File: src/rtl/onchip_arb_pkg.sv
// Shared widths and command payload for the on-chip RAM arbiter.
package onchip_arb_pkg;

    localparam int unsigned ADDR_W = 13;
    localparam int unsigned DATA_W = 32;
    localparam int unsigned BE_W   = DATA_W / 8;
    localparam int unsigned DEPTH  = 5120;

    typedef logic [0:0] port_id_t;

    typedef struct packed {
        logic              valid;
        logic              write;
        port_id_t          owner;
        logic [ADDR_W-1:0] addr;
        logic [BE_W-1:0]   be;
        logic [DATA_W-1:0] wdata;
    } cmd_t;

endpackage

File: src/rtl/onchip_arb_pick.sv
// Two-way request picker. ONCHIP_ARB_RR_EN selects round-robin tie-breaking;
// without it port 0 has fixed priority and no pointer logic is built.
module onchip_arb_pick
    import onchip_arb_pkg::*;
(
    input  logic [1:0] req,
    input  port_id_t   last,
    output logic [1:0] grant,
    output port_id_t   next_ptr
);

`ifdef ONCHIP_ARB_RR_EN
    // On a tie the port that did not win last time goes first
    always_comb begin
        grant    = req;
        next_ptr = last;
        if (req == 2'b11) begin
            grant = (last == 1'b0) ? 2'b10 : 2'b01;
        end
        if (grant[1]) begin
            next_ptr = 1'b1;
        end else if (grant[0]) begin
            next_ptr = 1'b0;
        end
    end
`else
    logic unused_last;
    assign unused_last = last[0];

    always_comb begin
        grant    = {req[1] & ~req[0], req[0]};
        next_ptr = '0;
    end
`endif

endmodule

File: src/rtl/onchip_memory_arbiter.sv
// Two-port Avalon-MM arbiter in front of the single-port on-chip RAM (1-cycle read latency).
// Define ONCHIP_ARB_RR_EN for round-robin arbitration; default is fixed priority to port 0.
module onchip_memory_arbiter
    import onchip_arb_pkg::*;
#(
    parameter int unsigned ADDR_W = onchip_arb_pkg::ADDR_W,
    parameter int unsigned DATA_W = onchip_arb_pkg::DATA_W,
    parameter int unsigned DEPTH  = onchip_arb_pkg::DEPTH
) (
    input  logic                clk,
    input  logic                reset_n,
    input  logic                stall,

    input  logic                p0_chipselect,
    input  logic                p0_write,
    input  logic [ADDR_W-1:0]   p0_address,
    input  logic [DATA_W/8-1:0] p0_byteenable,
    input  logic [DATA_W-1:0]   p0_writedata,
    output logic                p0_waitrequest,
    output logic [DATA_W-1:0]   p0_readdata,
    output logic                p0_readdatavalid,
    output logic                p0_error,

    input  logic                p1_chipselect,
    input  logic                p1_write,
    input  logic [ADDR_W-1:0]   p1_address,
    input  logic [DATA_W/8-1:0] p1_byteenable,
    input  logic [DATA_W-1:0]   p1_writedata,
    output logic                p1_waitrequest,
    output logic [DATA_W-1:0]   p1_readdata,
    output logic                p1_readdatavalid,
    output logic                p1_error,

    output logic [ADDR_W-1:0]   mem_address,
    output logic [DATA_W/8-1:0] mem_byteenable,
    output logic [DATA_W-1:0]   mem_writedata,
    output logic                mem_chipselect,
    output logic                mem_write,
    output logic                mem_clken,
    input  logic [DATA_W-1:0]   mem_readdata
);

    localparam int unsigned BE_W = DATA_W / 8;

    cmd_t              cmd_q;
    cmd_t              cmd_nxt;
    logic              tag_valid_q;
    port_id_t          tag_owner_q;
    port_id_t          last_q;
    port_id_t          last_nxt;
    logic [1:0]        err_q;
    logic [1:0]        req;
    logic [1:0]        grant;
    logic [1:0]        accept;
    logic [1:0]        rdv;
    logic              sel_write;
    logic [ADDR_W-1:0] sel_addr;
    logic [BE_W-1:0]   sel_be;
    logic [DATA_W-1:0] sel_wdata;
    logic              sel_in_range;

    assign req = {p1_chipselect, p0_chipselect};

    onchip_arb_pick u_pick (
        .req      (req),
        .last     (last_q),
        .grant    (grant),
        .next_ptr (last_nxt)
    );

    // Nothing is accepted while the pipeline is frozen or held in reset
    assign accept = grant & {2{~stall & reset_n}};

    assign p0_waitrequest = ~accept[0];
    assign p1_waitrequest = ~accept[1];

    always_comb begin
        sel_write = p0_write;
        sel_addr  = p0_address;
        sel_be    = p0_byteenable;
        sel_wdata = p0_writedata;
        if (accept[1]) begin
            sel_write = p1_write;
            sel_addr  = p1_address;
            sel_be    = p1_byteenable;
            sel_wdata = p1_writedata;
        end
        sel_in_range = (32'(sel_addr) < DEPTH);

        cmd_nxt       = '0;
        cmd_nxt.valid = (|accept) & sel_in_range;
        cmd_nxt.write = sel_write;
        cmd_nxt.owner = port_id_t'(accept[1]);
        cmd_nxt.addr  = sel_addr;
        cmd_nxt.be    = sel_be;
        cmd_nxt.wdata = sel_wdata;
    end

    // Command register, return tag and pointer all freeze together under stall
    always_ff @(posedge clk or negedge reset_n) begin
        if (!reset_n) begin
            cmd_q       <= '0;
            tag_valid_q <= 1'b0;
            tag_owner_q <= '0;
            last_q      <= '0;
            err_q       <= '0;
        end else begin
            err_q <= accept & {2{~sel_in_range}};
            if (!stall) begin
                cmd_q       <= cmd_nxt;
                tag_valid_q <= cmd_q.valid & ~cmd_q.write;
                tag_owner_q <= cmd_q.owner;
                last_q      <= last_nxt;
            end
        end
    end

    assign mem_address    = cmd_q.addr;
    assign mem_byteenable = cmd_q.be;
    assign mem_writedata  = cmd_q.wdata;
    assign mem_chipselect = cmd_q.valid;
    assign mem_write      = cmd_q.valid & cmd_q.write;
    assign mem_clken      = ~stall & reset_n;

    // RAM q is unregistered and held by clken, so the strobe just waits out the stall
    assign rdv[0] = tag_valid_q & ~stall & (tag_owner_q == 1'b0);
    assign rdv[1] = tag_valid_q & ~stall & (tag_owner_q == 1'b1);

    assign p0_readdatavalid = rdv[0];
    assign p1_readdatavalid = rdv[1];
    assign p0_readdata      = rdv[0] ? mem_readdata : '0;
    assign p1_readdata      = rdv[1] ? mem_readdata : '0;
    assign p0_error         = err_q[0];
    assign p1_error         = err_q[1];

endmodule

File: config.mk
export PLATFORM = sky130hd
export DESIGN_NAME = onchip_memory_arbiter
export DESIGN_NICKNAME = d
export VERILOG_FILES = /design/src/rtl/onchip_arb_pkg.sv /design/src/rtl/onchip_arb_pick.sv /design/src/rtl/onchip_memory_arbiter.sv
export SDC_FILE = /design/constraint.sdc
export NUM_CORES = 1
export LEC_CHECK = 0
export ABC_AREA = 0
export BUFFER_PORTS_ARGS = -buffer_cell sky130_fd_sc_hd__buf_4
export CAP_MARGIN = 10
export CORE_ASPECT_RATIO = 2
export CORE_MARGIN = 8
export CORE_UTILIZATION = 43
export DETAILED_ROUTE_END_ITERATION = 6
export GPL_TIMING_DRIVEN = 0
export PLACE_DENSITY_LB_ADDON = 0.3
export SYNTH_ARGS = -nofsm -noshare
export SYNTH_HDL_FRONTEND = slang
export SYNTH_SLANG_ARGS = --single-unit
File: constraint.sdc
create_clock -name clk -period 1.6 [get_ports clk]
set_input_delay 0 -clock clk [delete_from_list [all_inputs] [get_ports clk]]
set_output_delay 0 -clock clk [all_outputs]
set_load 0.02 [all_outputs]
==> results.json, run 1 <==
{
  "fp.dieW_um": 77.78,
  "crit_buf_inv": 2,
  "final_cells": 724,
  "first_global_vias": 3852,
  "hold_slack_ps": -367.4,
  "globalRouteTotalUtil": 0.2428,
  "die_y_um": 139.6,
  "cp.required_ps": 1600,
  "area_growth_pct": 83.53,
  "endpoint_kind": "output port",
  "fin_tns_setup_ps": 0,
  "startpoint_type": "flop",
  "power.density_nw_per_um2": 706.9,
  "num_vias": 3519,
  "die_area_sq_um": 10850,
  "cp_slowest_cell": "dfrtp_1",
  "p_leak_uw": 0.003398,
  "layout-drive-gt1-share": 0.5310,
  "synth.net_count": 451,
  "worstPathMaxFanout": 10,
  "syn_inst": 314,
  "avgSynthCellArea_sq_um": 10.45,
  "grt_pass1_wl_mm": 21.38,
  "cts_tree": "yes",
  "routed_wl_mm": 13.59,
  "worstMarginPinSlew_ps": 485.8,
  "drc": 0,
  "nNetsFinal": 766,
  "fmaxAchievable_ghz": 0.6680,
  "io_pins": 259,
  "skew_ps": 3.169,
  "overflow": 0,
  "clockPowerShare": 0.265,
  "drv_slew": 0,
  "grt_max_degree": 59,
  "synth_seq_cells": 56,
  "internal-power_uw": 3076,
  "placed_cells": 665,
  "slowest_delay_ps": 410,
  "gp_congestion": 0.7789,
  "cts.clk_slew.worst_paths_ps": 70,
  "p_seq_frac": 0.387,
  "cts_htree_levels": 2,
  "crit_chain": "nor3b_4, clkbuf_4, and2_1, buf_4",
  "portBuffers": 257,
  "nFillCells": 471,
  "rows": 45,
  "ant_nets": 0,
  "p_sw_frac": 0.2777,
  "synth-seq-area-share": 0.4270,
  "yosysWarnings": 0,
  "wl_per_cell_um": 18.77,
  "crit_type": "flop to output port",
  "clock_path_buffers": 2,
  "min_path_type": "input pin to async pin",
  "setup_violations": 0,
  "period_minus_slack_ps": 1497,
  "run_status": "finished with violations",
  "placeableCoreArea_sq_um": 7488,
  "vdd_ir_drop_max_mv": 0.6443,
  "grt_setup_unrepaired": "yes",
  "cts_buffers": 5,
  "via_per_inst": 4.860,
  "clk_latency_ps": 280,
  "maxSlewHeadroom": 0.6761,
  "drt_iter0_drc": 136,
  "first_pass_iters": 4,
  "dpl-instance-area_sq_um": 5329,
  "start_util": 0.4383,
  "violations": "negative hold slack",
  "cts_hold_buf": 51,
  "syn_area_sq_um": 3282,
  "cpLargestDelayFamily": "simple AND/OR/NAND/NOR gates",
  "clock-sinks": 56,
  "finalHoldViolCount": 56,
  "yosysUniqueCellTypes": 21,
  "p_sw_uw": 1182,
  "antenna_found_initial": 1,
  "root_buffer": "clkbuf_16",
  "arrival_ps": 1500,
  "period_share": 0.9357,
  "pwr-share-comb": 0.348,
  "fin_area_sq_um": 6023,
  "max_cap_viol_count": 0,
  "dp_hpwl_mm": 9.850
}
flip-flops by register name, indices dropped and copies added, names as in the netlist:
| signal | flops |
|---|---|
| mem_writedata | 32 |
| mem_address | 13 |
| mem_byteenable | 4 |
| cmd_q | 2 |
| err_q | 2 |
| mem_chipselect | 1 |
| tag_owner_q | 1 |
| tag_valid_q | 1 |
per-stage QoR:
| step | total power [uW] | utilization | worst slack (ps) | hold WS [ps] |
|---|---|---|---|---|
| 4_1_cts | 4253 | 0.8012 | 24.87 | -300.8 |
| 3_3_place_gp | 2992 | 0.7116 | -220.4 | 116.2 |
| 2_1_floorplan | 2369 | - | 306.0 | -295.6 |
| 5_1_grt | 4447 | 0.8043 | -18.89 | -335.2 |
| 3_5_place_dp | 3019 | 0.7116 | -219.0 | 108.0 |
| 6_report | 4258 | 0.8043 | 102.9 | -367.4 |
synth_stat cells:
cell	n	area, sq um
and2_1	65	406.6
dfrtp_1	56	1401
buf_4	50	375.4
a21o_1	47	352.8
a22o_1	47	411.6
clkbuf_1	12	45.04
buf_6	8	90.09
nand2_1	6	22.52
a221o_1	3	30.03
buf_2	3	15.01
nor2_1	3	11.26
nor3b_1	3	22.52
o21ai_0	3	15.01
a32oi_1	1	8.760
and3b_1	1	8.760
inv_1	1	3.750
mux2_2	1	11.26
nand2b_1	1	6.260
nor2b_1	1	6.260
nor3b_2	1	12.51
nor4bb_4	1	25.02
layout make-up:
cell class	count	area (sq um)	area share
antenna	1	2.502	0.0004155
multi-input combinational	184	1358	0.2254
tap	94	117.6	0.01953
inverter	1	3.754	0.0006232
timing repair buffer	308	2447	0.4063
buffer	73	540.5	0.08974
clock buffer	7	152.6	0.02534
sequential	56	1401	0.2327
worst reg2reg max path, cell delays in order (launching register included):
cell     delay (ps)
dfrtp_1         410
a22o_1          270
a21o_1          160
final timing paths:
path                                   from           endpoint  slack [ps]  depth (start not counted)
max                             tag_owner_q    p0_readdata[18]         100                          4
min in group clk           p1_writedata[16]  mem_writedata[16]          10                          3
max in group asynchronous           reset_n  mem_writedata[18]        1640                          1
max reg2reg                  mem_address[5]     mem_address[5]         660                          2
min reg2reg                       cmd_q[49]          cmd_q[49]         500                          2
min                                 reset_n   mem_writedata[4]        -370                          1
power by group through the flow:
| stage | Clock (uW) | Sequential (uW) | Combinational [uW] |
|---|---|---|---|
| 4_1_cts | 1150 | 1640 | 1460 |
| 3_5_place_dp | 0 | 1670 | 1350 |
| 6_report | 1130 | 1650 | 1480 |
| 5_1_grt | 1200 | 1660 | 1580 |
| 2_1_floorplan | 0 | 1650 | 722 |
| 3_3_place_gp | 0 | 1660 | 1330 |
layout by cell type, fill, tap and decap left out, types with 5 or more instances in the layout:
cell,count
a21o_1,47
a22o_1,47
and2_1,65
buf_4,307
buf_6,8
clkbuf_1,6
clkbuf_16,5
dfrtp_1,56
dlygate4sd3_1,51
nand2_1,6
cell families (layout without fill, tap and decap cells):
logic type / Yosys count / after routing / share of synthesized area
and+or+nand+nor: 82 / 82 / 0.1590
other: 0 / 1 / 0
AOI/OAI and AO/OA: 101 / 101 / 0.2493
buffers and inverters: 74 / 389 / 0.1613
muxes: 1 / 1 / 0.003431
DFF: 56 / 56 / 0.4270
metal layers:
| metal | global-route usage | share of wire | up-vias | wire length (um) |
|---|---|---|---|---|
| li1 | - | - | 1669 | - |
| met1 | 0.2898 | 0.39 | 1674 | 5329 |
| met2 | 0.4174 | 0.52 | 172 | 7005 |
| met3 | 0.07677 | 0.089 | 4 | 1209 |
| met4 | 0.03507 | 0.0033 | 0 | 45 |
| met5 | 0 | 0 | - | 0 |
timing repair:
item / in CTS / in global routing
cloned: 0 / 0
resized for setup: 4 / 16
hold endpoints to repair: 106 / 56
endpoints found under the setup margin: 30 / 59
setup buffers: 0 / 0
Power figures use the tool's default switching activity.
==> run 2: changes to the inputs <==
Settings changed: PLACE_DENSITY set to 0.88, PLACE_DENSITY_LB_ADDON 0.3 to unset.
==> run 2 against run 1 <==
  * The run still ends with negative hold slack left
  * Clock-buffer cell count is 2 lower
  * Clock power rose by 12%
  * Final cell count rose by 1.1%
  * Critical path depth unchanged
  * Largest power group unchanged
==> results.json, run 2 (synthesized netlist as in run 1, its figures left out) <==
{
  "run_status": "finished with violations",
  "violations": "negative hold slack",
  "die_area_sq_um": 10850,
  "skew_ps": 3.349,
  "grt_max_degree": 59,
  "power.density_nw_per_um2": 721.4,
  "nFillCells": 457,
  "worstPathMaxFanout": 10,
  "ant_nets": 0,
  "setup_violations": 0,
  "cts_buffers": 5,
  "cts_htree_levels": 2,
  "die_y_um": 139.6,
  "r2r_slack_ps": 670,
  "antenna_cells": 0,
  "final_cell_mix": "307 x buf_4, 65 x and2_1, 59 x dlygate4sd3_1, 56 x dfrtp_1",
  "min_path_type": "input pin to async pin",
  "fmaxAchievable_ghz": 0.6584,
  "grt_pass1_wl_mm": 22.12,
  "wl_per_cell_um": 19.24,
  "finalHoldViolCount": 56,
  "first_pass_iters": 4,
  "fin_area_sq_um": 6116,
  "hold_slack_ps": -328.5,
  "p_total_uw": 4412,
  "endpoint_kind": "output port",
  "largest_reg_flops": 32,
  "globalRouteTotalUtil": 0.2531,
  "startpoint_type": "flop",
  "vdd_ir_drop_max_mv": 0.7371,
  "maxSlewHeadroom": 0.6483,
  "dp_hpwl_mm": 10.05,
  "cts_hold_buf": 59,
  "period_minus_slack_ps": 1519,
  "drv_slew": 0,
  "crit_type": "flop to output port",
  "root_buffer": "clkbuf_16",
  "rows": 45,
  "postLayoutCoreUtil": 0.8167,
  "p_leak_uw": 0.003435,
  "overflow": 0,
  "worstMarginPinSlew_ps": 527.5,
  "dpl-instance-area_sq_um": 5329,
  "gp_congestion": 0.8359,
  "clk_latency_ps": 290,
  "area_growth_pct": 86.35,
  "layout_commonest_cell": "buf_4",
  "max_cap_viol_count": 0,
  "r2r_start": "mem_writedata[3]",
  "r2r_end": "mem_writedata[3]",
  "cp.required_ps": 1600,
  "fp.dieW_um": 77.78,
  "placeableCoreArea_sq_um": 7488,
  "first_global_vias": 3873,
  "antenna_found_initial": 0,
  "drt_iter0_drc": 167,
  "reg2regPathDepth": 2,
  "cts_tree": "yes",
  "arrival_ps": 1520,
  "io_pins": 259,
  "drc": 0,
  "clock-sinks": 56,
  "routed_wl_mm": 14.08,
  "start_util": 0.4383,
  "period_share": 0.9492,
  "cts.clk_slew.worst_paths_ps": 70,
  "portBuffers": 257,
  "via_per_inst": 4.863,
  "nNetsFinal": 774,
  "clock_path_buffers": 2,
  "layout-drive-gt1-share": 0.5251,
  "num_vias": 3560,
  "postCtsSetupBuffers": 0
}
run 2: what timing repair did:
item / CTS / global route
endpoints found under the hold margin: 106 / 56
pin swaps: 0 / 1
endpoints found under the setup margin: 30 / 52
gates resized for setup: 5 / 12
run 2: routing by layer:
layer | track usage | up-vias | routed length [um]
li1 | - | 1685 | -
met1 | 0.3135 | 1673 | 5743
met2 | 0.4219 | 193 | 6888
met3 | 0.08065 | 9 | 1357
met4 | 0.03707 | 0 | 95
met5 | 0 | - | 0
run 2: power breakdown:
group	switching, uW	internal, uW
registers	90.9	1560
clock network	516	745
logic	632	872
total	1240	3170
run 2: through the flow:
stage          instances  setup slack, ps  TNS [ps]
2_1_floorplan        314            306.0         0
3_3_place_gp         665           -206.6     -9088
3_5_place_dp         665           -207.9     -8675
4_1_cts              732          -0.2199   -0.2199
5_1_grt              732           -7.793    -10.29
6_report             732            81.23         0
run 2: cell type report:
class                   instances  area (sq um)  area share
clock inverters                 3         46.29    0.007570
inverters                       1         3.754   0.0006137
clock buffers                   5         125.1     0.02046
well taps                      94         117.6     0.01923
repair buffers                316          2526      0.4131
flip-flops and latches         56          1401      0.2291
multi-input cells             184          1358      0.2220
plain buffers                  73         538.0     0.08797
run 2: worst max path at each step:
stage,start,endpoint,slack (ps),cells past startpoint
floorplan,tag_owner_q,p0_readdata[22],310,3
global placement,reset_n,mem_writedata[9],-210,6
detailed placement,reset_n,mem_writedata[0],-210,6
CTS,tag_owner_q,p1_readdata[14],-0.2,4
global route,tag_owner_q,p0_readdata[4],-8,4
finish,tag_owner_q,p0_readdata[4],80,4
run 2: worst max-delay path, stage by stage (launching register included):
cell and delay, ps:
dfrtp_1 420, nor3b_4 270, clkbuf_2 230, and2_1 160
buf_4 140
==> run 3: changes to the inputs <==
Settings changed: CELL_PAD_IN_SITES_DETAIL_PLACEMENT set to 1, CELL_PAD_IN_SITES_GLOBAL_PLACEMENT set to 1, CORE_UTILIZATION 43 to 30.
==> run 3 against run 2 <==
  * The flow still finishes with violations (negative hold slack)
  * Clock power shrank 9.5%
  * Critical path depth is the same
  * Via count grew 6.6%
==> results.json, run 3 (synthesized netlist as in run 1, its figures left out) <==
{
  "run_status": "finished with violations",
  "violations": "negative hold slack",
  "die_y_um": 163.9,
  "drv_slew": 0,
  "period_minus_slack_ps": 1532,
  "area_growth_pct": 92.57,
  "period_share": 0.9575,
  "antenna_found_initial": 2,
  "fp.dieW_um": 89.96,
  "crit_chain": "and3b_2, clkbuf_4, and2_1, buf_4",
  "skew_ps": 1.579,
  "placeableCoreArea_sq_um": 10810,
  "die_area_sq_um": 14750,
  "reg2regPathDepth": 2,
  "layout_commonest_cell": "buf_4",
  "nNetsFinal": 790,
  "dpl-instance-area_sq_um": 5386,
  "placed_cells": 711,
  "num_vias": 3796,
  "largest_reg_flops": 32,
  "place_ws_ps": -283.9,
  "p_sw_frac": 0.3042,
  "maxSlewHeadroom": 0.6555,
  "hold_slack_ps": -396.4,
  "fmaxAchievable_ghz": 0.6527,
  "worstPathMaxFanout": 10,
  "final_cells": 796,
  "finalHoldViolCount": 56,
  "cts_htree_levels": 2,
  "dp_hpwl_mm": 12.63,
  "grt_max_degree": 59,
  "fin_area_sq_um": 6320,
  "setup_violations": 0,
  "rows": 54,
  "cts_buffers": 5,
  "endpoint_kind": "output port",
  "portBuffers": 257,
  "final_cell_mix": "310 x buf_4, 74 x dlygate4sd3_1, 65 x and2_1, 56 x dfrtp_1",
  "clk_latency_ps": 290,
  "p_leak_uw": 0.003498,
  "globalRouteTotalUtil": 0.2352,
  "worstMarginPinSlew_ps": 516.8,
  "slowest_delay_ps": 420,
  "cp.required_ps": 1600,
  "p_sw_uw": 1331,
  "first_pass_iters": 4,
  "first_global_vias": 4520,
  "routed_wl_mm": 17.91,
  "startpoint_type": "flop",
  "pwr-share-comb": 0.362,
  "io_pins": 259,
  "p_seq_frac": 0.378,
  "cp_slowest_cell": "dfrtp_1",
  "cts.clk_slew.worst_paths_ps": 80,
  "crit_type": "flop to output port",
  "wl_per_cell_um": 22.50,
  "setup_ws_ps": 67.95,
  "cts_tree": "yes",
  "cts_hold_buf": 74,
  "min_path_type": "input pin to async pin",
  "vdd_ir_drop_max_mv": 0.4990,
  "power.density_nw_per_um2": 692.6,
  "nFillCells": 1210,
  "root_buffer": "clkbuf_16",
  "r2r_slack_ps": 630,
  "grt_pass1_wl_mm": 26.91,
  "layout-drive-gt1-share": 0.5153,
  "grt_setup_unrepaired": "no",
  "internal-power_uw": 3046,
  "via_per_inst": 4.769,
  "arrival_ps": 1530,
  "max_cap_viol_count": 0,
  "start_util": 0.3036,
  "gp_congestion": 0.8429,
  "clockPowerShare": 0.260,
  "clock_path_buffers": 2,
  "clock-sinks": 56,
  "ant_nets": 0,
  "overflow": 0,
  "drt_iter0_drc": 71,
  "drc": 0
}
-- run 3: layer usage --
metal / up-vias / GRT usage / wire (um)
met5: - / 0 / 0
li1: 1719 / - / -
met4: 0 / 0.1358 / 989
met2: 178 / 0.4623 / 10120
met3: 55 / 0.04485 / 820
met1: 1844 / 0.2186 / 5973
-- run 3: timing repair --
action,in CTS,in global routing
setup buffers,0,1
endpoints found under the hold margin,107,56
cloned,0,0
pin swaps,0,1
resized for setup,9,12
setup endpoints to repair,54,32
-- run 3: worst max-delay path: cells and delay by family (launching register included) --
| family | cells | cell delay [ps] |
|---|---|---|
| buf+inv | 2 | 360 |
| simple gates | 2 | 470 |
| flops | 1 | 420 |
-- run 3: area by class of cell --
type / count / area (sq um) / area share
Sequential cell: 56 / 1401 / 0.2217
Tap cell: 140 / 175.2 / 0.02772
Inverter: 1 / 3.754 / 0.0005939
Clock inverter: 3 / 22.52 / 0.003564
Buffer: 73 / 543.0 / 0.08592
Timing Repair Buffer: 332 / 2685 / 0.4249
Clock buffer: 5 / 125.1 / 0.01980
Multi-Input combinational cell: 184 / 1359 / 0.2150
Antenna cell: 2 / 5.005 / 0.0007919
-- run 3: worst paths after layout --
path                                        from           endpoint
worst max-delay path                 tag_owner_q     p1_readdata[3]
worst min-delay path                     reset_n   mem_writedata[6]
worst max register to register  mem_writedata[3]   mem_writedata[3]
worst min register to register         cmd_q[49]          cmd_q[49]
max in group asynchronous                reset_n  mem_byteenable[3]
min in group clk                   p0_chipselect     mem_chipselect
-- run 3: power by group through the flow --
stage | sequential [uW] | combinational, uW | clock (uW)
3_5_place_dp | 1670 | 1390 | 0
2_1_floorplan | 1650 | 722 | 0
4_1_cts | 1650 | 1550 | 1180
6_report | 1660 | 1580 | 1140
5_1_grt | 1670 | 1680 | 1210
3_3_place_gp | 1660 | 1350 | 0
-- run 3: metrics by stage --
step	power (uW)	utilization	hold WS [ps]	setup TNS [ps]
floorplan	2369	-	-295.6	0
global placement	3008	0.4983	111.5	-9443
detailed placement	3062	0.4983	122.6	-12620
CTS	4371	0.5823	-316.6	0
global route	4558	0.5846	-359.7	0
finish	4377	0.5846	-396.4	0
